$ cat src/rtl/kurm_fetch_queue.sv
// kurm_fetch_queue: fetch PC, one-cycle-latency instruction memory requests,
// and a first-word-fall-through FIFO of {instruction, pc} for the datapath.
// A redirect flushes buffered and in-flight words and restarts fetch.
module kurm_fetch_queue #(
   parameter int          DEPTH    = 4,
   parameter logic [15:0] PC_RESET = 16'h0000
) (
   input  logic                       clk,
   input  logic                       rst_n,
   output logic                       imem_req,
   output logic [15:0]                imem_addr,
   input  logic [15:0]                imem_data,
   input  logic                       redirect,
   input  logic [15:0]                redirect_pc,
   output logic                       inst_valid,
   output logic [15:0]                inst_data,
   output logic [15:0]                inst_pc,
   input  logic                       inst_ready,
   output logic [$clog2(DEPTH):0]     count
);

   localparam int PW = $clog2(DEPTH);
   localparam int CW = PW + 1;
   localparam logic [15:0] PC_START = {PC_RESET[15:1], 1'b0};

   typedef enum logic {BOOT, RUN} state_t;

   state_t          state_q, state_d;
   logic [15:0]     fpc_q, fpc_d;
   logic            inflight_q, inflight_d;
   logic [15:0]     req_pc_q, req_pc_d;
   logic [PW-1:0]   rd_q, rd_d;
   logic [PW-1:0]   wr_q, wr_d;
   logic [CW-1:0]   count_q, count_d;

   logic [15:0]     data_mem [DEPTH];
   logic [15:0]     pc_mem   [DEPTH];

   logic            req;
   logic            push;
   logic            pop;
   logic            valid;

   function automatic logic [PW-1:0] next_ptr(input logic [PW-1:0] p);
      next_ptr = (p == PW'(DEPTH - 1)) ? '0 : p + 1'b1;
   endfunction

   // Request/handshake decode, next-state and outputs
   always_comb begin
      state_d    = state_q;
      fpc_d      = fpc_q;
      inflight_d = inflight_q;
      req_pc_d   = req_pc_q;
      rd_d       = rd_q;
      wr_d       = wr_q;
      count_d    = count_q;

      valid = (count_q != '0);
      // The pop happening this cycle is not credited toward free space.
      req   = (state_q == RUN) && !redirect &&
              ((int'(count_q) + int'(inflight_q)) < DEPTH);
      push  = inflight_q && !redirect;
      pop   = valid && inst_ready && !redirect;

      if (state_q == BOOT) begin
         state_d = RUN;
         if (redirect) begin
            fpc_d = {redirect_pc[15:1], 1'b0};
         end
      end else if (redirect) begin
         fpc_d      = {redirect_pc[15:1], 1'b0};
         inflight_d = 1'b0;
         rd_d       = '0;
         wr_d       = '0;
         count_d    = '0;
      end else begin
         if (push) begin
            wr_d = next_ptr(wr_q);
         end
         if (pop) begin
            rd_d = next_ptr(rd_q);
         end
         count_d    = count_q + CW'(push) - CW'(pop);
         inflight_d = req;
         if (req) begin
            req_pc_d = fpc_q;
            fpc_d    = fpc_q + 16'd2;
         end
      end

      imem_req   = req;
      imem_addr  = (state_q == RUN) ? fpc_q : '0;
      inst_valid = valid;
      inst_data  = valid ? data_mem[rd_q] : '0;
      inst_pc    = valid ? pc_mem[rd_q] : '0;
      count      = count_q;
   end

   // Control state register with asynchronous flush on reset
   always_ff @(posedge clk or negedge rst_n) begin
      if (!rst_n) begin
         state_q    <= BOOT;
         fpc_q      <= PC_START;
         inflight_q <= 1'b0;
         req_pc_q   <= '0;
         rd_q       <= '0;
         wr_q       <= '0;
         count_q    <= '0;
      end else begin
         state_q    <= state_d;
         fpc_q      <= fpc_d;
         inflight_q <= inflight_d;
         req_pc_q   <= req_pc_d;
         rd_q       <= rd_d;
         wr_q       <= wr_d;
         count_q    <= count_d;
      end
   end

   // FIFO storage; contents are don't-care until counted as valid
   always_ff @(posedge clk) begin
      if (push) begin
         data_mem[wr_q] <= imem_data;
         pc_mem[wr_q]   <= req_pc_q;
      end
   end

endmodule

$ cat config.mk
export PLATFORM = sky130hd
export DESIGN_NAME = kurm_fetch_queue
export DESIGN_NICKNAME = d
export VERILOG_FILES = /design/src/rtl/kurm_fetch_queue.sv
export SDC_FILE = /design/constraint.sdc
export NUM_CORES = 1
export LEC_CHECK = 0
export CAP_MARGIN = 10
export CORE_ASPECT_RATIO = 1.1
export CORE_MARGIN = 1.5
export CORE_UTILIZATION = 40
export DETAILED_ROUTE_END_ITERATION = 7
export GPL_TIMING_DRIVEN = 0
export HOLD_SLACK_MARGIN = 0.12
export PLACE_DENSITY = 0.7
export SLEW_MARGIN = 20
export SYNTH_ARGS = -nofsm -noshare
export SYNTH_HDL_FRONTEND = slang
export SYNTH_SLANG_ARGS = --single-unit
$ cat constraint.sdc
create_clock -name clk -period 4.27 [get_ports clk]
set_input_delay 0.854 -clock clk [delete_from_list [all_inputs] [get_ports clk]]
set_output_delay 0.854 -clock clk [all_outputs]
set_load 0.1 [all_outputs]
==> out/metrics.yaml, run 1 <==
synth:
  fraction_of_registers_with_async_set_or_reset_after_synthesis_pct: 23.93
  synth-warning-count: 0
  netlist_instances: 421
  syn_area_per_cell_um2: 16.49
  ys_dominant_reg_cell: "sky130_fd_sc_hd__edfxtp_1"
  post_synth_num_cell_types: 49
  post_synth_instance_area_mm2: 0.006943
  synth.ff_latch_count: 163
  synth_seq_area_share_pct: 67.69
  number_of_enable_type_register_cells_in_the_synthesized_netlist: 124
layout:
  layout.nets: 577
  areaGrowthSynthToFinish_pct: 28.10
  instances_no_fill: 778
  final_layout_size_suffix_gt1_share_pct: 18.57
  antenna_fix_cells: 0
clock_network:
  clk_pin_slew_worst_paths_ns: 0.06
  cts_setup_buffers: 0
  ctsHtreeMaxLevel: 4
  tritoncts.num_buffers: 17
  tritoncts_clock_tree: "built"
  hold_buffers: 0
  ctsRootBufferMaster: "sky130_fd_sc_hd__clkbuf_16"
  post_cts.resized_instances: 0
  clkSinkCount: 163
  clock_insertion_delay_worst_skew_ns: 0.42
  cts-root-to-sink-buffers: 2
placed_design:
  portBuffers: 85
  placedCellCount: 746
  gp_congestion: 0.8209
  place.detailed.hpwl_um: 9587
pwr:
  power_density_mw_per_mm2: 699.1
  power.internal_uw: 3729
  ir_worst_vdd_uv: 387.3
  seq_power_share_pct: 32.9
  power.share.clock_pct: 26.4
  power.leakage_uw: 0.003190
  sw_frac_of_total_pct: 40.02
  power.combinational.fraction_pct: 40.7
  netSwitchingPower_uw: 2488
sta:
  relative_slew_slack_pct: 30.82
  setup_violating_endpoint_count_in_the_final_report: 0
  fin_crit_sh_pct: 95.62
  period_needed_ns: 4.083
  maxClockFrequency_mhz: 244.9
  timing_max_transition_violations_final: 0
  skew_ns: 0.006512
  rsz0062_at_grt: "false"
  pin_slew_with_the_least_headroom_to_its_limit_ns: 1.034
  hold_violations: 0
  finalSetupTns_ns: 0
routing:
  route.detailed.vias_per_inst: 5.210
  dr_total_vias: 4053
  final_antenna_net_count: 0
  detailedRoute.firstIterationViolations: 271
  wl_per_cell_um: 18.01
  remaining_drcs: 0
  drt_pre_antenna_iters: 4
  routed_wirelength_um: 14010
critical_path:
  worstPathArrival_ns: 3.23
  cp.required_ns: 3.42
  critPathCaptureType: "primary output"
  crit_path_max_fanout: 10
  timing.critical_path.from_type: "flip-flop"
  timing.setup.critical_path_class: "reg2out"
run:
  max-cap-violations: 0
floorplanning:
  dieArea_mm2: 0.01816
  start_util_pct: 40.80
  floorplan.core_area_mm2: 0.01702
  floorplan.io_pins: 89
  die_height_um: 141.2
  fp-row-count: 50
  die-width_um: 128.6
global_route:
  groute.usage.overall_pct: 16.29
  grt-ovfl-total: 0
  first_pass_grt_wire_length_um: 21900
  grt_pass1_vias: 4076
  grt_antenna_before_repair: 0
  grt_start_max_net_pins: 31
run_status:
  outcome: "finished, final reports clean"
hold_path:
  hold_class: "in2async"
[worst paths after layout]
| path | from | end | slack [ns] | depth (start not counted) |
|---|---|---|---|---|
| worst max-delay path | rd_q[1] | inst_data[3] | 0.19 | 5 |
| worst min-delay path | rst_n | count[0] | 0.30 | 1 |
| worst max register to register | count[1] | count[2] | 1.56 | 11 |
| worst min register to register | req_pc_q[2] | pc_mem[1][2] | 0.52 | 0 |
| max in group asynchronous | rst_n | fpc_q[12] | 3.54 | 2 |
| min in group clk | req_pc_q[2] | pc_mem[1][2] | 0.52 | 0 |
[per-layer routing]
layer	track usage (%)	routed length (um)	up-vias
met5	0	0	-
li1	-	-	1857
met3	4.061	818	12
met1	20.87	5897	2046
met4	6.091	182	0
met2	26.88	7109	138
[layout make-up]
class / instances / area [um^2]
fillers: 1404 / 8123
well taps: 234 / 292.8
plain buffers: 28 / 156.4
inverters: 9 / 33.78
multi-input cells: 222 / 2062
clock buffers: 20 / 446.7
flip-flops and latches: 163 / 4700
repair buffers: 90 / 998.5
clock inverters: 12 / 203.9
[cell families after synthesis]
logic type      Yosys count  synth area share [%]
compound gates           40                 4.217
xor+xnor                  1                0.1262
fa+ha+maj                10                 1.910
buf+inv                  37                 2.739
flops                   163                 67.69
mux                      46                 12.92
other cells               2                0.1082
simple gates            122                 10.29
[layout by cell type (no fill, tap or decap), types with 7 or more instances in the layout]
cell type,count
sky130_fd_sc_hd__a31oi_1,8
sky130_fd_sc_hd__and2_1,47
sky130_fd_sc_hd__clkbuf_1,17
sky130_fd_sc_hd__clkbuf_16,17
sky130_fd_sc_hd__clkdlybuf4s50_1,75
sky130_fd_sc_hd__dfrtp_1,39
sky130_fd_sc_hd__dlymetal6s2s_1,9
sky130_fd_sc_hd__edfxtp_1,124
sky130_fd_sc_hd__ha_1,9
sky130_fd_sc_hd__inv_1,8
sky130_fd_sc_hd__mux2_2,7
sky130_fd_sc_hd__mux2_4,8
sky130_fd_sc_hd__mux4_2,31
sky130_fd_sc_hd__nand2_1,15
sky130_fd_sc_hd__nand3_1,12
sky130_fd_sc_hd__nor2_1,12
sky130_fd_sc_hd__or4_1,10
[power groups by stage]
stage	logic [uW]	clock network [uW]	registers (uW)
detailed placement	2560	0	2080
CTS	2560	1670	2050
floorplan	1910	0	2090
finish	2530	1640	2050
global route	2650	1740	2070
global placement	2510	0	2060
[Yosys cell counts, drive strengths merged (2+ instances only)]
cell type | number | area share [%]
ha | 9 | 1.6
nand2 | 15 | 0.81
o2bb2ai | 4 | 0.50
and3 | 3 | 0.27
nor2 | 12 | 0.65
a31oi | 8 | 0.72
clkbuf | 15 | 0.81
edfxtp | 124 | 54
or3 | 3 | 0.27
o211ai | 6 | 0.65
a22oi | 2 | 0.22
nor3 | 3 | 0.38
inv | 8 | 0.43
conb | 2 | 0.11
o31ai | 4 | 0.43
mux4 | 31 | 10
nand3 | 12 | 0.87
mux2 | 15 | 2.9
o21ai | 5 | 0.36
or4 | 10 | 1.1
nor4 | 2 | 0.18
nand4 | 4 | 0.36
and2 | 51 | 4.6
buf | 13 | 1.4
dfrtp | 39 | 14
o31a | 2 | 0.25
o22ai | 2 | 0.18
[critical path, stage by stage, from the launching register on]
cell and delay, ns:
sky130_fd_sc_hd__dfrtp_1 0.34, sky130_fd_sc_hd__clkbuf_1 0.30, sky130_fd_sc_hd__clkbuf_1 0.58, sky130_fd_sc_hd__mux4_2 0.32, sky130_fd_sc_hd__and2_1 0.13, sky130_fd_sc_hd__clkdlybuf4s50_1 1.13
[sequential cells by signal, summed over array words and instances, names as in the netlist]
name,count
count,3
data_mem,64
fpc_q,15
inflight_q,1
pc_mem,60
rd_q,2
req_pc_q,15
state_q,1
wr_q,2
[stage by stage]
step / cell area, um^2 / hold slack, ns / worst slack (ns) / utilization (%) / power (uW)
4_1_cts: 8871 / 0.2823 / 0.008928 / 52.13 / 6279
2_1_floorplan: 6947 / 0.4724 / 0.1265 / - / 3996
3_5_place_dp: 8220 / 0.5054 / 0.1978 / 48.31 / 4635
3_3_place_gp: 8090 / 0.4876 / 0.1819 / 47.54 / 4577
6_report: 8894 / 0.2953 / 0.1870 / 52.26 / 6218
5_1_grt: 8894 / 0.2951 / 0.02126 / 52.26 / 6450
Power figures use the tool's default switching activity.
==> run 2: changes to the inputs <==
--- a/config.mk
+++ b/config.mk
@@ -12,6 +12,7 @@
 export DETAILED_ROUTE_END_ITERATION = 7
 export GPL_TIMING_DRIVEN = 0
 export HOLD_SLACK_MARGIN = 0.12
+export MAX_ROUTING_LAYER = met4
 export PLACE_DENSITY = 0.7
 export SLEW_MARGIN = 20
 export SYNTH_ARGS = -nofsm -noshare
==> run 2 against run 1 <==
Count of clock-buffer cells in the layout is the same. Non-clock buffer count did not move. Critical path depth unchanged. Worst setup slack improved by 0.022 ns. Register-to-register slack barely moved. Clock skew grew 0.00058 ns. Via count decreased by 0.76%. Clock power hardly changed. Wire length fell by 0.23%. Sequential cell count is the same. Die area unchanged. Utilization stayed put. Critical path type unchanged. Highest routed layer unchanged.
==> out/metrics.yaml, run 2 (synthesis gave the netlist of run 1 again) <==
run_status:
  outcome: "finished, final reports clean"
layout:
  instances_no_fill: 778  # unchanged
  layout_top_registers: "data_mem: 64 flops, pc_mem: 60 flops"
  largest_register_ff_count: 64  # unchanged
  antenna_fix_cells: 0  # unchanged
  fillerInstances: 1404  # unchanged
  areaGrowthSynthToFinish_pct: 28.10  # unchanged
  final_layout_size_suffix_gt1_share_pct: 18.57  # unchanged
  largest_register: "data_mem"
  layout.cells.most_common_list: "sky130_fd_sc_hd__edfxtp_1 (124), sky130_fd_sc_hd__clkdlybuf4s50_1 (75), sky130_fd_sc_hd__and2_1 (47)"
  mostFrequentLayoutCell: "sky130_fd_sc_hd__edfxtp_1"
  layout.nets: 577  # unchanged
critical_path:
  timing.setup.critical_path_class: "reg2out"
  cp-startpoint: "rd_q[1]"
  crit_path_max_fanout: 10  # unchanged
  r2r-start: "count[1]"
  critPathCaptureType: "primary output"
  cp.required_ns: 3.42  # about the same
  timing.critical_path.from_type: "flip-flop"
  worstPathArrival_ns: 3.21  # -0.02 ns
  timing.reg2reg.setup_slack_ns: 1.57  # about the same
sta:
  pin_slew_with_the_least_headroom_to_its_limit_ns: 1.044  # +0.009448 ns
  fin_crit_sh_pct: 95.10  # -0.52 points
  relative_slew_slack_pct: 30.19  # -0.63 points
  maxClockFrequency_mhz: 246.3  # +0.54%
  setup_violating_endpoint_count_in_the_final_report: 0  # unchanged
  finalSetupTns_ns: 0  # unchanged
  hold_violations: 0  # unchanged
  timing_max_transition_violations_final: 0  # unchanged
  rsz0062_at_grt: "false"
  skew_ns: 0.007094  # +0.0005824 ns
  period_needed_ns: 4.061  # -0.02210 ns
floorplanning:
  fp-row-count: 50  # unchanged
  die-width_um: 128.6  # unchanged
  floorplan.io_pins: 89  # unchanged
  start_util_pct: 40.80  # unchanged
  die_height_um: 141.2  # unchanged
  floorplan.core_area_mm2: 0.01702  # unchanged
  dieArea_mm2: 0.01816  # unchanged
pwr:
  netSwitchingPower_uw: 2487  # about the same
  power.combinational.fraction_pct: 40.6  # about the same
  sw_frac_of_total_pct: 40.01  # about the same
  power.share.clock_pct: 26.4  # about the same
  power_density_mw_per_mm2: 699.0  # about the same
  power.leakage_uw: 0.003190  # unchanged
  seq_power_share_pct: 32.9  # about the same
  power.internal_uw: 3729  # about the same
  ir_worst_vdd_uv: 387.9  # +0.15%
global_route:
  grt_pass1_vias: 4075  # -0.025%
  grt-ovfl-total: 0  # unchanged
  groute.usage.overall_pct: 16.79  # +0.49 points
  first_pass_grt_wire_length_um: 21910  # about the same
  grt_start_max_net_pins: 31  # unchanged
  grt_antenna_before_repair: 0  # unchanged
run:
  max-cap-violations: 0  # unchanged
clock_network:
  cts_setup_buffers: 0  # unchanged
  clock_insertion_delay_worst_skew_ns: 0.42  # about the same
  cts-root-to-sink-buffers: 2  # unchanged
  tritoncts.num_buffers: 17  # unchanged
  tritoncts_clock_tree: "built"
  clk_pin_slew_worst_paths_ns: 0.06  # about the same
  clkSinkCount: 163  # unchanged
  ctsRootBufferMaster: "sky130_fd_sc_hd__clkbuf_16"
  ctsHtreeMaxLevel: 4  # unchanged
  hold_buffers: 0  # unchanged
placed_design:
  portBuffers: 85  # unchanged
  placedCellCount: 746  # unchanged
  place.detailed.hpwl_um: 9587  # unchanged
  gp_congestion: 0.8333  # +1.5%
routing:
  routed_wirelength_um: 13980  # -0.23%
  drt_pre_antenna_iters: 4  # unchanged
  remaining_drcs: 0  # unchanged
  wl_per_cell_um: 17.96  # -0.23%
  dr_total_vias: 4022  # -0.76%
  final_antenna_net_count: 0  # unchanged
  route.detailed.vias_per_inst: 5.170  # -0.76%
  detailedRoute.firstIterationViolations: 282  # +4.1%
hold_path:
  hold_class: "in2async"
## run 2: cell counts in the layout (fill, tap and decap cells not counted)
No cell type changed its count.
## run 2: final timing paths
kind | to | cells after the start
max | inst_data[3] | 5
min in group clk | pc_mem[1][2] | 0
min | count[0] | 1
max in group asynchronous | fpc_q[12] | 2
max reg2reg | count[2] | 11
min reg2reg | pc_mem[1][2] | 0
## run 2: per-stage QoR
| step | total power [uW] | utilization, % | cell area (um^2) | setup WS (ns) | hold WS, ns |
|---|---|---|---|---|---|
| 5_1_grt | 6450 | 52.26 | 8894 | 0.02043 | 0.2940 |
| 3_3_place_gp | 4577 | 47.54 | 8090 | 0.1819 | 0.4876 |
| 2_1_floorplan | 3996 | - | 6947 | 0.1265 | 0.4724 |
| 4_1_cts | 6279 | 52.13 | 8871 | 0.008928 | 0.2823 |
| 3_5_place_dp | 4635 | 48.31 | 8220 | 0.1978 | 0.5054 |
| 6_report | 6217 | 52.26 | 8894 | 0.2091 | 0.2939 |
## run 2: final cells by class
class	count	area (um^2)	share of cell area (%)
Clock buffer	20	446.7	5.023
Inverter	9	33.78	0.3799
Sequential cell	163	4700	52.84
Clock inverter	12	203.9	2.293
Tap cell	234	292.8	3.292
Buffer	28	156.4	1.759
Timing Repair Buffer	90	998.5	11.23
Multi-Input combinational cell	222	2062	23.19
## run 2: what timing repair did
action                                 4_1_cts  5_1_grt
gates resized for setup                      0        9
endpoints found under the hold margin        0        0
setup endpoints to repair                    0        9
## run 2: worst max-delay path, cell delays in order, from the launching register on
cell and delay, ns:
sky130_fd_sc_hd__dfrtp_1 0.34, sky130_fd_sc_hd__clkbuf_1 0.30, sky130_fd_sc_hd__clkbuf_1 0.56, sky130_fd_sc_hd__mux4_2 0.32, sky130_fd_sc_hd__and2_1 0.13, sky130_fd_sc_hd__clkdlybuf4s50_1 1.13
## run 2: routing by layer
metal | GRT usage (%) | part of all wire [%] | vias up
li1 | - | - | 1857
met1 | 20.90 | 43 | 2026
met2 | 26.85 | 51 | 123
met3 | 4.288 | 5.3 | 16
met4 | 5.736 | 1.3 | 0
met5 | - | 0 | -
## run 2: power by group through the flow
stage	sequential (uW)	combinational [uW]	clock, uW
final	2050	2530	1640
after detailed placement	2080	2560	0
after global placement	2060	2510	0
after global routing	2070	2650	1740
after floorplan	2090	1910	0
after CTS	2050	2560	1670
